[config.mk]
export PLATFORM = sky130hd
export DESIGN_NAME = add_checker_opgen
export DESIGN_NICKNAME = d
export VERILOG_FILES = /design/src/rtl/add_checker_opgen.sv
export SDC_FILE = /design/constraint.sdc
export NUM_CORES = 1
export LEC_CHECK = 0
export CELL_PAD_IN_SITES_DETAIL_PLACEMENT = 1
export CELL_PAD_IN_SITES_GLOBAL_PLACEMENT = 1
export CORE_UTILIZATION = 30
export CTS_BUF_LIST = sky130_fd_sc_hd__clkbuf_8
export DETAILED_ROUTE_END_ITERATION = 10
export GPL_TIMING_DRIVEN = 0
export PLACE_DENSITY = 0.83
export SLEW_MARGIN = 5
export SYNTH_ARGS = -nofsm -noshare
export SYNTH_HDL_FRONTEND = slang
export SYNTH_SLANG_ARGS = --single-unit
[constraint.sdc]
create_clock -name clk -period 1.2 [get_ports clk]
set_input_delay 0.24 -clock clk [delete_from_list [all_inputs] [get_ports clk]]
set_output_delay 0.24 -clock clk [all_outputs]
set_load 0.01 [all_outputs]
[src/rtl/add_checker_opgen.sv]
`default_nettype none
// ============================================================================
// Module      : add_checker_opgen
// Description : Operand pair counter. num2 is the fast digit, num1 the slow
//               one; last flags the final pair {max, max}.
// Revision    : 1.0 - initial release
// ============================================================================
module add_checker_opgen #(
  parameter int WIDTH = 4
) (
  input  logic             clk,
  input  logic             rst,
  input  logic             clear,
  input  logic             step,
  output logic [WIDTH-1:0] num1,
  output logic [WIDTH-1:0] num2,
  output logic             last
);

  localparam logic [WIDTH-1:0] OP_MAX = {WIDTH{1'b1}};

  logic [WIDTH-1:0] num1_q;
  logic [WIDTH-1:0] num2_q;

  // Two-digit counter: num2 counts every step, num1 counts on num2 wrap
  always_ff @(posedge clk or posedge rst) begin
    if (rst) begin
      num1_q <= '0;
      num2_q <= '0;
    end else if (clear) begin
      num1_q <= '0;
      num2_q <= '0;
    end else if (step) begin
      num2_q <= num2_q + 1'b1;
      if (num2_q == OP_MAX) begin
        num1_q <= num1_q + 1'b1;
      end
    end
  end

  assign num1 = num1_q;
  assign num2 = num2_q;
  assign last = (num1_q == OP_MAX) && (num2_q == OP_MAX);

endmodule : add_checker_opgen
`default_nettype wire

After elaboration in Yosys (flattened, before gate mapping)

Index checks and enable logic that the tools add are counted.

Bits in registers: 8
Input bits: 4

Add/sub/neg operators: 2
Equality and inequality tests: 2
Multiplexer cells: 5
Reductions and logical operators: 4

Operators with widths:

| kind                | count |
|---|---|
| $mux 4              | 5 |
| $add 4x1->4 const B | 2 |
| $eq 4x4->1 const B  | 2 |
| $reduce_bool 2->1   | 2 |
| $reduce_and 2->1    | 1 |
| $logic_and 1x1->1   | 1 |

Longest topological paths before layout

Word-level depth: 4
Depth in mapped cells: 4
Gate-level depth less buffers: 4

Worst setup path after synthesis

Ideal clock, no wire load.

Path type: register to register
Start: reg num2_q[0] (netlist: num2[0])
End: reg num1_q[3] (netlist: num1[3])
Stages on the path, launching flop included: 5
Buffers on the path: 0
Clock period less this slack: 1.359 ns
Arrival time: 1.281 ns
Setup time: 0.078 ns
Data required time: 1.122 ns
Path slack: -0.159 ns
Cells stage by stage: dfrtp_1 > ha_1 > nand4_4 > or3_1 > a21oi_1

Cells in the longest elaborated chain, start to end: 3

Ends and longest elaborated chain:

| item                               | RTL line | text |
|---|---|---|
| from (decl)                        | 23       | `logic [WIDTH-1:0] num2_q;` |
| from (signal assigned)             | 34       | `num2_q <= num2_q + 1'b1;` |
| $eq 4x4->1                         | 35       | `if (num2_q == OP_MAX) begin` |
| $reduce_bool 2->1 (no source line) | -        |  |
| $reduce_and 2->1 (no source line)  | -        |  |
| to (signal assigned)               | 36       | `num1_q <= num1_q + 1'b1;` |
| to (decl)                          | 22       | `logic [WIDTH-1:0] num1_q;` |

Every way passes these cells.
A chain may end at the register's enable or synchronous reset.

Final worst setup path

Start: reg num1_q[1] (netlist: num1[1])
End: out last

Cells in the longest elaborated chain, start to end: 2

Ends and longest elaborated chain:

| item              | RTL line | text |
|---|---|---|
| $eq 4x4->1        | 43       | `assign last = (num1_q == OP_MAX) && (num2_q == OP_MAX);` |
| $logic_and 1x1->1 | 43       |  |
| to (decl)         | 17       | `output logic last` |

Every way passes these cells.

==> impl_metrics.yaml <==
routing:
  ant_nets: 0
  firstDrtPassIters: 1
  drt_iter0_drc: 0
  viasPerCell: 4.89
  wl_mm: 1.19
  via_count: 372
  wl_per_cell_um: 15.7
  drc_errors: 0
synthesis:
  yosysWarnings: 0
  synth_area_um2: 397
  syn_inst: 38
  synth-edff-count: 0
  avgSynthCellArea_um2: 10.4
  ys_seq_elements: 8
  synth_flop_cell: "dfrtp_1"
  yosysMostFrequentCell: "dfrtp_1"
  synth_fp_nets: 44
  synth_largest_area_cell: "dfrtp_1"
  ys_seq_area_share_pct: 50.5
  ys_top_cells_by_area: "dfrtp_1 50%, nor2_1 6.6%, xor2_1 6.6%, ha_1 6.3%, nand4_4 5.4%"
  yosys.cell_types.count: 15
  synth_common_cells: "8 x dfrtp_1, 7 x nor2_1, 3 x nand3_1, 3 x xor2_1"
  synth_top_area_share_pct: 50.5
  async_flop_share_pct: 100
critical_path:
  reg2reg_depth: 5
  r2r_slack_ps: -100
  cp_max_fo: 2
  cp-startpoint: "num1[1]"
  slowest_stage: "dfrtp_1"
  critPathKind: "reg2out"
  r2r_start: "num2[0]"
  critPathCaptureType: "output pin"
  worstPathArrival_ps: 1100
  crit_required_ps: 960
  max_stage_delay_ps: 360
  crit_chain: "ha_2 -> nand3_2 -> nor2_1 -> buf_2"
  r2r-end: "num1[2]"
  start_kind: "register"
floorplanning:
  core_area_um2: 1170
  initial_core_util_pct: 33.9
  die_area_um2: 1470
  io_pins: 13
  die-width_um: 38.4
  row_count: 12
  fp.dieH_um: 38.4
grt:
  grt_pass1_vias: 405
  grt_max_degree: 9
  antenna_found_initial: 0
  grt-ovfl-total: 0
  grt_util_all_layers_pct: 21.4
  grt_pass1_wl_mm: 1.90
sta:
  holdWs_ps: 261
  worst_slew_pin_slew_ps: 405
  hold_viol: 0
  period_share_pct: 111
  setup_viol: 6
  timing.fmax_ghz: 0.748
  maxSlewViolCount: 0
  clock_skew_ps: 3.02
  layout_setup_ws_ps: -138
  rsz0062_at_grt: "yes"
  slew_headroom_pct: 73.0
  min_period_ps: 1340
place:
  globalplace.congestion: 0.674
  placed_cells: 63
  port_buffers: 11
  place_hpwl_um: 671
  place_area_um2: 539
status:
  outcome: "complete, but fails checks"
  violations: "negative setup slack"
cts:
  htreeDepth: 1
  numCtsBuffers: 3
  clk_path_buf_depth: 2
  cts_tree: "built"
  clock_latency_ps: 240
  cts_hold_buf: 0
  clkTransAtPathRegs_ps: 50
  cts.sinks: 8
  root_buffer: "clkbuf_8"
finish:
  fin_nets: 69
  instances_no_fill: 76
  design_area_um2: 661
  layout-drive-gt1-share_pct: 46.8
  syn_to_final_growth_pct: 66.6
  fill_cells: 141
  antenna_cells: 0
  final_util_pct: 56.4
power_and_ir_drop:
  powerDensity_nw_per_um2: 1070
  max-vdd-ir-drop_mv: 0.680
  p_total_w: 0.000707
  leakage_nw: 0.321
job:
  maxCapViolCount: 0
worst_hold_path:
  hold_class: "in2async"
through the flow:
step                      worst slack (ps)  TNS [ps]
final                                 -138      -389
after global routing                  -198      -800
after CTS                             -141      -359
after detailed placement              -418     -2060
after global placement                -371     -1860
after floorplan                      -5.54     -11.0
placed cells by master (no fill, tap or decap), types with 3 or more instances in the layout:
| cell type | count |
|---|---|
| dfrtp_2 | 4 |
| clkbuf_8 | 3 |
| dlygate4sd2_1 | 3 |
| inv_1 | 3 |
| buf_4 | 7 |
| nor2_1 | 7 |
| dfrtp_1 | 4 |
| buf_2 | 5 |
where the power goes:
group | total, W | switching (W) | internal (W) | leakage [nW]
Sequential | 0.000287 | 0.00000766 | 0.000279 | 0.104
Clock | 0.000351 | 0.000128 | 0.000223 | 0.0269
Combinational | 0.0000691 | 0.0000362 | 0.0000329 | 0.190
what timing repair did:
action                                  4_1_cts  5_1_grt
setup buffers                                 7        2
endpoints found under the hold margin         0        0
endpoints found under the setup margin       11        8
gates resized for setup                      34        4
pin swaps                                     7        3
cells by family after synthesis:
group | synth area share, %
compound gates | 5.05
xor+xnor | 8.83
fa+ha+maj | 6.31
buf+inv | 2.84
flops | 50.5
mux | 5.05
simple gates | 21.5
state kept, by name (all words and copies together), names as in the netlist:
register and count:
num1 4, num2 4
critical path: cells and delay by family (launching register included):
kind / cells / cell delay (ps)
fa+ha+maj: 1 / 200
flops: 1 / 360
simple gates: 2 / 170
buf+inv: 1 / 130
per-layer routing:
metal | vias to the layer above | global-route usage (%) | part of all wire (%)
met4 | 0 | 12.1 | 2.1
met3 | 5 | 14.5 | 6.8
met5 | - | 0 | 0
li1 | 175 | - | -
met2 | 10 | 33.9 | 54
met1 | 182 | 20.4 | 37
worst max path at each step:
| stage | endpoint | slack [ps] | cells past startpoint |
|---|---|---|---|
| 2_1_floorplan | num1[3] | -6 | 4 |
| 3_3_place_gp | num1[2] | -370 | 4 |
| 3_5_place_dp | num1[3] | -420 | 4 |
| 4_1_cts | last | -140 | 4 |
| 5_1_grt | last | -200 | 4 |
| 6_report | last | -140 | 4 |
area by class of cell:
| class | instances | area, um2 | share of cell area [%] |
|---|---|---|---|
| buffer | 1 | 3.75 | 0.568 |
| clock buffer | 3 | 41.3 | 6.25 |
| clock inverter | 1 | 3.75 | 0.568 |
| inverter | 2 | 7.51 | 1.14 |
| multi-input combinational | 27 | 225 | 34.1 |
| sequential | 8 | 205 | 31.1 |
| tap | 14 | 17.5 | 2.65 |
| timing repair buffer | 20 | 156 | 23.7 |
Power figures use the tool's default switching activity.
